**src/rtl/arbitro_memoria_pkg.sv**
```systemverilog
// Shared definitions for the instruction/data memory-port arbiter.
package arbitro_memoria_pkg;

  // Arbiter state encoding; 2'd3 is unused and recovers to OCIOSO.
  typedef enum logic [1:0] {
    OCIOSO   = 2'd0,
    ACESSO   = 2'd1,
    RESPOSTA = 2'd2
  } estado_t;

  // Default memory latency in cycles (legal range 1..15).
  localparam int LAT_MEM_PADRAO = 2;

  // Width of the ACESSO down-counter.
  localparam int LARG_CONT = 4;

  // Counter load value: the counter runs LAT_MEM-1 down to 0, one step per ACESSO cycle.
  function automatic logic [LARG_CONT-1:0] carga_contador(input int lat);
    return LARG_CONT'(lat - 1);
  endfunction

endpackage

```
**src/rtl/arbitro_memoria.sv**
```systemverilog
// Two-requester (fetch / data) arbiter for a single shared memory port.
// Fixed-latency accesses: OCIOSO -> ACESSO (LAT_MEM cycles) -> RESPOSTA (1 cycle).
module arbitro_memoria
  import arbitro_memoria_pkg::*;
#(
  parameter int LARG_END  = 8,
  parameter int LARG_DADO = 16,
  parameter int LAT_MEM   = LAT_MEM_PADRAO
) (
  input  logic                 clk,
  input  logic                 rst_n,
  // Instruction fetch requester (read only)
  input  logic                 req_if,
  input  logic [LARG_END-1:0]  end_if,
  // Data requester
  input  logic                 req_dados,
  input  logic                 esc_dados,
  input  logic [LARG_END-1:0]  end_dados,
  input  logic [LARG_DADO-1:0] dado_esc,
  // Grants, completion pulses and read data
  output logic                 gnt_if,
  output logic                 gnt_dados,
  output logic                 pronto_if,
  output logic                 pronto_dados,
  output logic [LARG_DADO-1:0] dado_lido,
  output logic                 ocupado,
  // Shared memory port
  output logic                 mem_en,
  output logic                 mem_esc,
  output logic [LARG_END-1:0]  mem_end,
  output logic [LARG_DADO-1:0] mem_dado_esc,
  input  logic [LARG_DADO-1:0] mem_dado_lido
);

  localparam logic [LARG_CONT-1:0] CONT_INI = carga_contador(LAT_MEM);

  estado_t                estado_q;
  logic [LARG_CONT-1:0]   cont_q;
  logic                   ult_dados_q;   // 1 = data was the last requester served
  logic                   venc_dados_q;  // 1 = data owns the current access
  logic                   esc_q;         // current access is a data write
  logic [LARG_END-1:0]    end_q;
  logic [LARG_DADO-1:0]   dado_esc_q;
  logic [LARG_DADO-1:0]   dado_lido_q;
  logic                   gnt_if_q;
  logic                   gnt_dados_q;
  logic                   pronto_if_q;
  logic                   pronto_dados_q;
  logic                   mem_en_q;
  logic                   mem_esc_q;
  logic                   ocupado_q;
  logic                   escolhe_dados_d;

  // Winner selection: a lone request wins; on contention the side not served last wins.
  always_comb begin
    escolhe_dados_d = req_dados & (~req_if | ~ult_dados_q);
  end

  // Arbiter FSM with latched port registers and registered outputs.
  // NOTE: sequential state uses non-blocking assignments so every register
  // samples pre-edge values, independent of statement order.
  always_ff @(posedge clk or negedge rst_n) begin
    if (!rst_n) begin
      estado_q       <= OCIOSO;
      cont_q         <= '0;
      ult_dados_q    <= 1'b0;
      venc_dados_q   <= 1'b0;
      esc_q          <= 1'b0;
      end_q          <= '0;
      dado_esc_q     <= '0;
      dado_lido_q    <= '0;
      gnt_if_q       <= 1'b0;
      gnt_dados_q    <= 1'b0;
      pronto_if_q    <= 1'b0;
      pronto_dados_q <= 1'b0;
      mem_en_q       <= 1'b0;
      mem_esc_q      <= 1'b0;
      ocupado_q      <= 1'b0;
    end else begin
      // Pulses last one cycle unless re-asserted below.
      pronto_if_q    <= 1'b0;
      pronto_dados_q <= 1'b0;
      mem_esc_q      <= 1'b0;
      case (estado_q)
        OCIOSO: begin
          if (req_if || req_dados) begin
            estado_q     <= ACESSO;
            cont_q       <= CONT_INI;
            venc_dados_q <= escolhe_dados_d;
            esc_q        <= escolhe_dados_d & esc_dados;
            end_q        <= escolhe_dados_d ? end_dados : end_if;
            if (escolhe_dados_d) begin
              dado_esc_q <= dado_esc;
            end
            gnt_if_q     <= ~escolhe_dados_d;
            gnt_dados_q  <= escolhe_dados_d;
            mem_en_q     <= 1'b1;
            mem_esc_q    <= escolhe_dados_d & esc_dados;
            ocupado_q    <= 1'b1;
          end
        end
        ACESSO: begin
          if (cont_q == '0) begin
            estado_q       <= RESPOSTA;
            mem_en_q       <= 1'b0;
            pronto_if_q    <= ~venc_dados_q;
            pronto_dados_q <= venc_dados_q;
            if (!esc_q) begin
              dado_lido_q  <= mem_dado_lido;
            end
          end else begin
            cont_q <= cont_q - 1'b1;
          end
        end
        RESPOSTA: begin
          estado_q    <= OCIOSO;
          ult_dados_q <= venc_dados_q;
          gnt_if_q    <= 1'b0;
          gnt_dados_q <= 1'b0;
          ocupado_q   <= 1'b0;
        end
        default: begin
          estado_q    <= OCIOSO;
          gnt_if_q    <= 1'b0;
          gnt_dados_q <= 1'b0;
          mem_en_q    <= 1'b0;
          ocupado_q   <= 1'b0;
        end
      endcase
    end
  end

  assign gnt_if       = gnt_if_q;
  assign gnt_dados    = gnt_dados_q;
  assign pronto_if    = pronto_if_q;
  assign pronto_dados = pronto_dados_q;
  assign dado_lido    = dado_lido_q;
  assign ocupado      = ocupado_q;
  assign mem_en       = mem_en_q;
  assign mem_esc      = mem_esc_q;
  assign mem_end      = end_q;
  assign mem_dado_esc = dado_esc_q;

endmodule

```
**config.mk**
```make
export PLATFORM = sky130hd
export DESIGN_NAME = arbitro_memoria
export DESIGN_NICKNAME = d
export VERILOG_FILES = /design/src/rtl/arbitro_memoria_pkg.sv /design/src/rtl/arbitro_memoria.sv
export SDC_FILE = /design/constraint.sdc
export NUM_CORES = 1
export LEC_CHECK = 0
export ABC_CLOCK_PERIOD_IN_PS = 1570
export CAP_MARGIN = 30
export CORE_ASPECT_RATIO = 1.1
export CORE_MARGIN = 2
export CORE_UTILIZATION = 38
export CTS_CLUSTER_SIZE = 14
export DETAILED_ROUTE_END_ITERATION = 12
export GPL_ROUTABILITY_DRIVEN = 0
export PLACE_DENSITY = 0.84
export SETUP_SLACK_MARGIN = 0.1
export SYNTH_ARGS = -nofsm -noshare
export SYNTH_HDL_FRONTEND = slang
export SYNTH_SLANG_ARGS = --single-unit
export TNS_END_PERCENT = 100
```
**constraint.sdc**
```tcl
create_clock -name clk -period 1.57 [get_ports clk]
set_input_delay 0.314 -clock clk [delete_from_list [all_inputs] [get_ports clk]]
set_output_delay 0.314 -clock clk [all_outputs]
set_load 0.05 [all_outputs]
```
==> flow_metrics.env <==
export IMPL_area_growth_pct=58.0
export IMPL_die_w_um=78.9
export IMPL_rows=30
export IMPL_setup_tns_ns=0
export IMPL_synth_top_family_by_area="multiplexers"
export IMPL_yosysMostFrequentCell="dfrtp_1"
export IMPL_io_buffers=99
export IMPL_cap_viol_max_count=0
export IMPL_clock_skew_ns=0.00700
export IMPL_drc_errors=0
export IMPL_fmax_mhz=647
export IMPL_top_layer_used="met4"
export IMPL_antenna_left=0
export IMPL_startpoint_type="register"
export IMPL_netlist_top_cells_count="dfrtp_1, mux2_2, o21ai_0, mux2_4, mux2i_1"
export IMPL_htreeDepth=2
export IMPL_status="finished clean"
export IMPL_syn_area_um2=2340
export IMPL_vias=1773
export IMPL_p_leak_nw=1.76
export IMPL_final_hold_violation_count=0
export IMPL_ir_drop_mv=1.22
export IMPL_yosysTopAreaCell="dfrtp_1"
export IMPL_drv_slew=0
export IMPL_clk_path_buf_depth=2
export IMPL_num_io_pins=100
export IMPL_firstDrtPassIters=4
export IMPL_synth_seq_cells=56
export IMPL_synthXorXnorAreaFrac_pct=0
export IMPL_cp_required_ns=1.75
export IMPL_diodes=0
export IMPL_grt_pass1_vias=1867
export IMPL_synth_compound_area_share_pct=8.96
export IMPL_synth_seq_area_share_pct=59.8
export IMPL_synthFlopType="dfrtp_1"
export IMPL_cts_tree="done"
export IMPL_tightestPinTransition_ns=0.333
export IMPL_setup_viol=0
export IMPL_clock_sinks=56
export IMPL_crit_start="cont_q[1]$_DFFE_PN0P_"
export IMPL_placed_area_um2=3470
export IMPL_wl_met1_um=2160
export IMPL_maxSlewHeadroom_pct=77.6
export IMPL_wl_met2_um=2820
export IMPL_drive_gt1_share_pct=42.2
export IMPL_end_kind="register"
export IMPL_wl_per_cell_um=14.6
export IMPL_dp_hpwl_um=3840
export IMPL_synth_area_leaders="dfrtp_1, mux2_2, mux2_4, o21ai_0, mux2i_1"
export IMPL_post_drt_via_cell_ratio=4.83
export IMPL_rr_worst_depth=6
export IMPL_synth_top_cell_area_share_pct=59.8
export IMPL_post_place_ws_ns=-0.310
export IMPL_rsz0062_at_grt="true"
export IMPL_cts_root_buf="clkbuf_8"
export IMPL_post_synth_fa_ha_maj_area_fraction_pct=0.534
export IMPL_avgSynthCellArea_um2=14.0
export IMPL_antenna_found_initial=0
export IMPL_coreArea_um2=6080
export IMPL_grtUsageTotal_pct=16.5
export IMPL_cts_buffers=5
export IMPL_min_period_over_period_pct=98.4
export IMPL_synth_simple_area_share_pct=6.56
export IMPL_drt_wl_total_um=5370
export IMPL_ys_warn_count=0
export IMPL_postSynthNetCount=222
export IMPL_setup_slack_ns=0.0245
export IMPL_r2r_start="cont_q[1]$_DFFE_PN0P_"
export IMPL_cp_arrival_ns=1.73
export IMPL_cellPowerDensity_nw_per_um2=2400
export IMPL_grt_max_degree=57
export IMPL_gr_total_overflow=0
export IMPL_reg2reg_setup_slack_ns=0.02
export IMPL_hold_buffers=0
export IMPL_dr_wl_met3_um=318
export IMPL_grt_pass1_wl_um=8840
export IMPL_r2r_end="dado_lido[13]$_DFFE_PN0P_"
export IMPL_synth_mux_area_share_pct=21.2
export IMPL_hold_path_class="primary input to async pin"
export IMPL_fin_crit_ns=1.55
export IMPL_drt_iter0_drc=48
export IMPL_syn_inst=168
export IMPL_ys_types=36
export IMPL_initial_core_util_pct=38.6
export IMPL_clock_latency_ns=0.30
export IMPL_die_area_um2=6820
export IMPL_fin_area_um2=3700
export IMPL_clk_pin_slew_ns=0.09
export IMPL_nets=340
export IMPL_synth_edf_count=0
export IMPL_die_y_um=86.4
export IMPL_critPathMaxFanout=16
export IMPL_path_class="register to register"
export IMPL_async_flop_share_pct=100
==> power breakdown <==
group / switching [mW] / internal (mW)
Sequential: 0.453 / 2.15
Combinational: 3.20 / 2.32
Clock: 0.417 / 0.361
Total: 4.07 / 4.83
==> cell type report <==
type	instances	area, um2
multi-input cells	98	963
well taps	80	100
flip-flops and latches	56	1400
clock buffers	8	90.1
inverters	5	18.8
fillers	523	2380
repair buffers	120	1130
==> per-stage QoR <==
stage	instances	hold slack, ns	total power, mW	util, %
2_1_floorplan	168	0.0184	6.06	-
3_3_place_gp	354	0.332	7.72	57.1
3_5_place_dp	354	0.343	7.86	57.1
4_1_cts	367	0.0129	8.89	60.3
5_1_grt	367	0.0196	9.36	60.9
6_report	367	0.00834	8.90	60.9
==> what timing repair did <==
action / 4_1_cts / 5_1_grt
pin swaps: 2 / 2
cloned: 1 / 0
buffers inserted: 4 / 0
resized for setup: 16 / 11
setup endpoints to repair: 32 / 37
==> worst max path at each step <==
stage / to / slack [ns] / cells after the start
finish: dado_lido[13]$_DFFE_PN0P_ / 0.02 / 6
global route: dado_lido[14]$_DFFE_PN0P_ / -0.03 / 6
CTS: dado_lido[13]$_DFFE_PN0P_ / 0.01 / 6
detailed placement: mem_dado_esc[8]$_DFFE_PN0P_ / -0.31 / 5
global placement: mem_dado_esc[6]$_DFFE_PN0P_ / -0.28 / 5
floorplan: dado_lido[10]$_DFFE_PN0P_ / -0.10 / 6
==> worst max-delay path, stage by stage, from the launching register on <==
cell and delay (ns):
dfrtp_1 0.40, inv_2 0.07, ha_4 0.14, nor3b_4 0.23, nand3b_4 0.11, buf_12 0.17
mux2_4 0.30
==> placed cells by master, fill, tap and decap left out, drive strengths merged <==
| cell type | n |
|---|---|
| o311a | 1 |
| o21ai | 21 |
| nor2 | 4 |
| inv | 5 |
| nand2 | 1 |
| mux2i | 10 |
| mux2 | 32 |
| a21o | 2 |
| dlygate4sd2 | 1 |
| nor3 | 1 |
| o21ba | 1 |
| and2 | 2 |
| a21bo | 1 |
| a211oi | 1 |
| o2bb2ai | 1 |
| nor3b | 2 |
| ha | 1 |
| clkdlybuf4s50 | 49 |
| a31o | 2 |
| a22o | 1 |
| and3 | 1 |
| o21bai | 1 |
| dfrtp | 56 |
| nor4 | 1 |
| or2 | 2 |
| nor2b | 2 |
| nand3b | 3 |
| dlymetal6s2s | 1 |
| o311ai | 1 |
| nand3 | 2 |
| nand2b | 1 |
| buf | 69 |
| clkbuf | 8 |
==> logic make-up after synthesis <==
group | Yosys count
flops | 56
compound gates | 33
fa+ha+maj | 1
simple gates | 22
mux | 42
buf+inv | 14
==> flip-flops by register name, indices dropped and copies added (netlist names) <==
name          count
pronto_if         1
gnt_dados         1
mem_esc           1
ocupado           1
mem_dado_esc     16
gnt_if            1
pronto_dados      1
mem_en            1
ult_dados_q       1
cont_q            4
dado_lido        16
esc_q             1
mem_end           8
venc_dados_q      1
estado_q          2
==> per-layer routing <==
layer,global-route usage [%],vias up
met2,30.2,58
met1,19.5,884
met5,0,-
li1,-,826
met3,3.44,5
met4,5.17,0
(Power assumes the default switching activity.)
